### config.mk
export PLATFORM = sky130hd
export DESIGN_NAME = move_collector
export DESIGN_NICKNAME = d
export VERILOG_FILES = /design/src/rtl/move_collector_pkg.sv /design/src/rtl/move_collector_unpacker.sv /design/src/rtl/move_collector.sv
export SDC_FILE = /design/constraint.sdc
export NUM_CORES = 1
export LEC_CHECK = 0
export CAP_MARGIN = 25
export CELL_PAD_IN_SITES_DETAIL_PLACEMENT = 0
export CELL_PAD_IN_SITES_GLOBAL_PLACEMENT = 2
export CORE_AREA = 5 5 487 489
export CTS_CLUSTER_DIAMETER = 50
export DETAILED_ROUTE_END_ITERATION = 8
export DIE_AREA = 0 0 492 494
export GPL_TIMING_DRIVEN = 0
export PLACE_DENSITY = 0.39
export REMOVE_ABC_BUFFERS = 1
export SYNTH_ARGS = -nofsm -noshare
export SYNTH_HDL_FRONTEND = slang
export SYNTH_SLANG_ARGS = --single-unit
### constraint.sdc
create_clock -name clk -period 2.9 [get_ports clk]
set_input_delay 0.58 -clock clk [delete_from_list [all_inputs] [get_ports clk]]
set_output_delay 0.58 -clock clk [all_outputs]
set_load 0.02 [all_outputs]
### src/rtl/move_collector_pkg.sv
// move_collector_pkg: move word layout, flag positions, end-marker predicate and scan FSM encoding.
// Revision 1.0
`default_nettype none

package move_collector_pkg;

  localparam int NCOL    = 8;
  localparam int SLOTS   = 8;
  localparam int MW      = 19;
  localparam int WORD_W  = SLOTS * MW;
  localparam int PTR_W   = $clog2(NCOL);
  localparam int SLOT_IW = $clog2(SLOTS);

  localparam int BIT_INVALID   = 18;
  localparam int BIT_PROMOTE   = 17;
  localparam int BIT_PAWN      = 16;
  localparam int BIT_PAWN2     = 15;
  localparam int BIT_EP        = 14;
  localparam int BIT_CASTLE    = 13;
  localparam int BIT_CAPTURE   = 12;
  localparam int FROM_LSB      = 6;
  localparam int TO_LSB        = 0;
  localparam int SQ_W          = 6;

  typedef enum logic [1:0] {
    ST_IDLE   = 2'd0,
    ST_SCAN   = 2'd1,
    ST_UNPACK = 2'd2,
    ST_DONE   = 2'd3
  } state_t;

  // A column ends its list with an invalid move whose from and to squares match.
  function automatic logic is_endmov(input logic [MW-1:0] m);
    return m[BIT_INVALID] && (m[FROM_LSB +: SQ_W] == m[TO_LSB +: SQ_W]);
  endfunction

  function automatic logic is_legal(input logic [MW-1:0] m);
    return !m[BIT_INVALID];
  endfunction

endpackage

`default_nettype wire

### src/rtl/move_collector_unpacker.sv
// move_unpacker: walks one latched move word slot by slot and presents legal moves on valid/ready.
// Revision 1.0
`default_nettype none

module move_unpacker
  import move_collector_pkg::*;
(
  input  logic              clk,
  input  logic              reset,
  input  logic              clear,
  input  logic              load,
  input  logic [WORD_W-1:0] word_in,
  input  logic              move_ready,
  output logic              move_valid,
  output logic [MW-1:0]     move_data,
  output logic              word_done,
  output logic              end_seen
);

  logic [WORD_W-1:0]  word_reg;
  logic [SLOT_IW-1:0] slot;
  logic               active;
  logic               can_issue;
  logic               last_slot;
  logic [MW-1:0]      cur;

  assign cur       = word_reg[32'(slot)*MW +: MW];
  // A slot may be consumed whenever the output register is empty or draining this cycle.
  assign can_issue = active && (!move_valid || move_ready);
  assign last_slot = (slot == SLOT_IW'(SLOTS-1));
  assign end_seen  = can_issue && is_endmov(cur);
  assign word_done = can_issue && !is_endmov(cur) && last_slot;

  always_ff @(posedge clk) begin
    if (!reset) begin
      word_reg   <= '0;
      slot       <= '0;
      active     <= 1'b0;
      move_valid <= 1'b0;
      move_data  <= '0;
    end else if (clear) begin
      active     <= 1'b0;
      move_valid <= 1'b0;
    end else begin
      if (move_valid && move_ready)
        move_valid <= 1'b0;
      if (load) begin
        word_reg <= word_in;
        slot     <= '0;
        active   <= 1'b1;
      end else if (can_issue) begin
        slot <= slot + 1'b1;
        if (end_seen || last_slot)
          active <= 1'b0;
        if (is_legal(cur)) begin
          move_data  <= cur;
          move_valid <= 1'b1;
        end
      end
    end
  end

endmodule

`default_nettype wire

### src/rtl/move_collector.sv
// move_collector: pops column move words in xpos order and streams legal moves; MVC_STATS_EN adds capture_count.
// Revision 1.0
`default_nettype none

module move_collector
  import move_collector_pkg::*;
(
  input  logic                   clk,
  input  logic                   reset,
  input  logic                   start,
  input  logic [NCOL-1:0]        col_valid,
  input  logic [NCOL*WORD_W-1:0] col_word,
  output logic [NCOL-1:0]        col_rden,
  output logic                   move_valid,
  output logic [MW-1:0]          move_data,
  input  logic                   move_ready,
  output logic [7:0]             move_count,
  output logic                   gen_done
`ifdef MVC_STATS_EN
  ,
  output logic [7:0]             capture_count
`endif
);

  state_t            state;
  logic [PTR_W-1:0]  ptr;
  logic [NCOL-1:0]   fin_mask;
  logic              accept;
  logic              word_done;
  logic              end_seen;
  logic [WORD_W-1:0] word_sel;

  assign accept   = move_valid & move_ready;
  assign word_sel = col_word[32'(ptr)*WORD_W +: WORD_W];

  // The word is captured on the edge that ends the registered pop strobe.
  move_unpacker u_unpacker (
    .clk        (clk),
    .reset      (reset),
    .clear      (start),
    .load       (|col_rden),
    .word_in    (word_sel),
    .move_ready (move_ready),
    .move_valid (move_valid),
    .move_data  (move_data),
    .word_done  (word_done),
    .end_seen   (end_seen)
  );

  always_ff @(posedge clk) begin
    if (!reset) begin
      state      <= ST_IDLE;
      ptr        <= '0;
      fin_mask   <= '0;
      col_rden   <= '0;
      move_count <= '0;
      gen_done   <= 1'b0;
    end else if (start) begin
      state      <= ST_SCAN;
      ptr        <= '0;
      fin_mask   <= '0;
      col_rden   <= '0;
      move_count <= '0;
      gen_done   <= 1'b0;
    end else begin
      col_rden <= '0;
      if (accept && move_count != 8'hFF)
        move_count <= move_count + 8'd1;
      case (state)
        ST_SCAN: begin
          if (&fin_mask)
            state <= ST_DONE;
          else if (fin_mask[ptr])
            ptr <= ptr + 1'b1;
          else if (col_valid[ptr]) begin
            col_rden <= NCOL'(1) << ptr;
            state    <= ST_UNPACK;
          end
        end
        ST_UNPACK: begin
          if (end_seen) begin
            fin_mask[ptr] <= 1'b1;
            ptr           <= ptr + 1'b1;
            state         <= ST_SCAN;
          end else if (word_done) begin
            state <= ST_SCAN;
          end
        end
        ST_DONE:
          gen_done <= gen_done | ~move_valid;
        default: ;
      endcase
    end
  end

`ifdef MVC_STATS_EN
  always_ff @(posedge clk) begin
    if (!reset || start)
      capture_count <= '0;
    else if (accept && move_data[BIT_CAPTURE] && capture_count != 8'hFF)
      capture_count <= capture_count + 8'd1;
  end
`endif

endmodule

`default_nettype wire

==> impl_metrics.sql <==
INSERT INTO impl_metrics (metric_group, metric, value, unit) VALUES
('outcome', 'status', 'finished, final reports clean', ''),
('critical_path', 'r2r_cells', '12', ''),
('cts', 'clk_pin_slew', '0.05', 'ns'),
('critical_path', 'regToRegSetupSlack', '0.10', 'ns'),
('timing', 'final_worst_clock_skew', '0.0233', 'ns'),
('timing', 'report.final.hold_viol_count', '0', ''),
('grt', 'grt_max_degree', '85', ''),
('cts', 'cts-buffers-inserted', '69', ''),
('timing', 'tightestPinTransition', '1.17', 'ns'),
('floorplan', 'io-pin-count', '1265', ''),
('critical_path', 'timing.critical_path.depth', '12', ''),
('drt', 'max_layer_used', 'met5', ''),
('floorplan', 'die_w', '492', 'um'),
('cts', 'worstSkewPairLatency', '0.66', 'ns'),
('timing', 'layout_worst_path_cycle_share', '96.5', '%'),
('timing', 'timing.final.crit_period', '2.80', 'ns'),
('drt', 'detail_route.first_pass.iterations', '5', ''),
('pwr', 'power.ir.vdd_worst', '0.378', 'mV'),
('floorplan', 'fp.dieH', '494', 'um'),
('cts', 'cts_tree', 'built', ''),
('floorplan', 'fp.coreArea', '232000', 'sq um'),
('grt', 'gr-usage-all-layers', '17.3', '%'),
('grt', 'grt_remaining_overflow', '0', ''),
('yosys', 'yosys_register_bits', '205', ''),
('drt', 'routed_wl', '220', 'mm'),
('yosys', 'syn-instance-count', '1576', ''),
('yosys', 'largest_area_contributor_in_the_synthesized_netlist', 'dfxtp_1', ''),
('critical_path', 'crit_chain', 'inv_1 -> nor3_4 -> buf_6 -> buf_6 -> buf_6 -> buf_6 -> buf_6 -> buf_6 -> buf_6 -> a22o_1 -> a221oi_1 -> a31oi_1', ''),
('finish', 'drive_above_1_share', '11.6', '%'),
('grt', 'first_global_vias', '22821', ''),
('cts', 'clock_tree.root_cell', 'clkbuf_16', ''),
('drt', 'drtAntennaViolNets', '0', ''),
('timing', 'slew_headroom', '21.9', '%'),
('drt', 'drt-vias-per-instance', '3.75', ''),
('placed_design', 'finalWeightedCongestion', '0.859', ''),
('finish', 'nets', '4091', ''),
('drt', 'met2_wirelength', '101', 'mm'),
('floorplan', 'starting_density_of_the_core', '6.20', '%'),
('finish', 'largest_reg_flops', '152', ''),
('grt', 'wire_length_of_the_first_global_routing_pass', '272', 'mm'),
('critical_path', 'critPathArrivalTime', '3.31', 'ns'),
('placed_design', 'dpl-instance-area', '32100', 'sq um'),
('placed_design', 'post-dp-hpwl', '191', 'mm'),
('critical_path', 'critical_path.max_stage_delay', '0.40', 'ns'),
('drt', 'wl_met1', '88.9', 'mm'),
('hold_path', 'min_path_type', 'input port to flop', ''),
('placed_design', 'io_buffers', '1263', ''),
('drt', 'met3_length', '24.9', 'mm'),
('cts', 'cts-htree-levels', '3', ''),
('finish', 'non_filler_cells_final', '5969', ''),
('hold_path', 'whs_path_depth', '2', ''),
('yosys', 'syn_area', '14400', 'sq um'),
('cts', 'clk_path_buf_depth', '3', ''),
('critical_path', 'worstPathMaxFanout', '13', ''),
('critical_path', 'crit_path_start_kind', 'flop', ''),
('pwr', 'static-leakage-power', '11.6', 'nW'),
('timing', 'grt_setup_unrepaired', 'no', ''),
('cts', 'hold_buffers', '0', ''),
('yosys', 'sequential_share_of_the_synthesized_area', '28.6', '%'),
('critical_path', 'timing.critical_path.max_delay_family', 'buffers and inverters', ''),
('placed_design', 'post-place-cells', '5795', ''),
('critical_path', 'cp_data_required_time', '3.41', 'ns'),
('timing', 'timing_max_transition_violations_final', '0', ''),
('critical_path', 'crit_path_end_kind', 'flop', ''),
('finish', 'syn_to_layout_area_delta', '144', '%'),
('timing', 'final-setup-viol-count', '0', ''),
('yosys', 'synthArstFlopShare', '0', '%'),
('floorplan', 'core.rowCount', '177', ''),
('critical_path', 'critical-path-top-cell-by-count', 'buf_6', ''),
('floorplan', 'die_area', '243000', 'sq um'),
('critical_path', 'timing.critical_path.buf_inv', '8', '');
cells by family (layout without fill, tap and decap cells):
logic type / after synthesis / count (layout) / synth area share, %
muxes: 65 / 65 / 8.12
and+or+nand+nor: 107 / 107 / 3.96
adders and majority gates: 7 / 7 / 0.609
xor gates and xnor gates: 11 / 11 / 0.670
other: 1 / 28 / 0.0261
DFF: 205 / 205 / 28.6
AOI/OAI and AO/OA: 966 / 966 / 51.8
buffers and inverters: 214 / 1537 / 6.27
final timing paths:
kind,startpoint,to
min,reset,u_unpacker.move_data[5]$_SDFFE_PN0P_
max reg2reg,ptr[2]$_SDFFE_PP0P_,u_unpacker.word_reg[48]$_SDFFE_PN0P_
min reg2reg,fin_mask[2]$_SDFFE_PP0P_,fin_mask[2]$_SDFFE_PP0P_
max,ptr[2]$_SDFFE_PP0P_,u_unpacker.word_reg[48]$_SDFFE_PN0P_
routing by layer:
metal,global-route usage [%],vias to the layer above
met4,2.60,152
met2,28.7,1413
met3,8.42,424
li1,-,9473
met5,0,-
met1,20.6,10937
worst reg2reg max path, cell delays in order (launching register included):
cell and delay, ns:
dfxtp_4 0.40, inv_1 0.25, nor3_4 0.08, buf_6 0.16, buf_6 0.16, buf_6 0.15, buf_6 0.18, buf_6 0.15
buf_6 0.16, buf_6 0.17, a22o_1 0.24, a221oi_1 0.40, a31oi_1 0.14
cell type report:
class,count,area [sq um]
Inverter,12,47.5
Clock inverter,19,293
Timing Repair Buffer,1411,15100
Fill cell,26224,197000
Antenna cell,27,67.6
Tap cell,3043,3810
Clock buffer,95,2020
Multi-Input combinational cell,1157,9680
Sequential cell,205,4130
metrics by stage:
step	utilization [%]	TNS (ns)	hold WS (ns)	setup slack (ns)	power (W)
6_report	15.1	0	0.282	0.101	0.0129
5_1_grt	15.1	0	0.250	0.00961	0.0134
4_1_cts	15.1	-0.000572	0.194	-0.000572	0.0133
3_5_place_dp	13.8	-97.15	0.458	-1.43	0.00520
3_3_place_gp	12.9	-3904.45	0.465	-27.76	0.00518
2_1_floorplan	-	-1029.23	0.431	-6.74	0.00311
report_power, final:
group	switching [W]	leakage [nW]	total (W)	internal [W]
clock network	0.00246	1.14	0.00777	0.00530
logic	0.000665	8.85	0.00227	0.00160
registers	0.0000164	1.66	0.00286	0.00285
total	0.00314	11.6	0.0129	0.00976
placed cells by master (no fill, tap or decap), drive strengths merged, types with 19 or more instances in the layout:
cell type and instances:
nand2 30, mux2i 24, clkdlybuf4s50 1262, diode 27, o21ai 156, a21oi 20, o211a 19, buf 149
dfxtp 205, clkbuf 95, a221oi 304, a31oi 153, mux4 40, a22o 304
what timing repair did:
item                                   in CTS  in global routing
cloned                                      1                  0
pin swaps                                   7                  3
setup endpoints to repair                 175                 16
setup buffers                              24                  8
resized for setup                          35                 11
endpoints found under the hold margin       0                  0
Note: power is estimated with default switching activity, not from simulation.
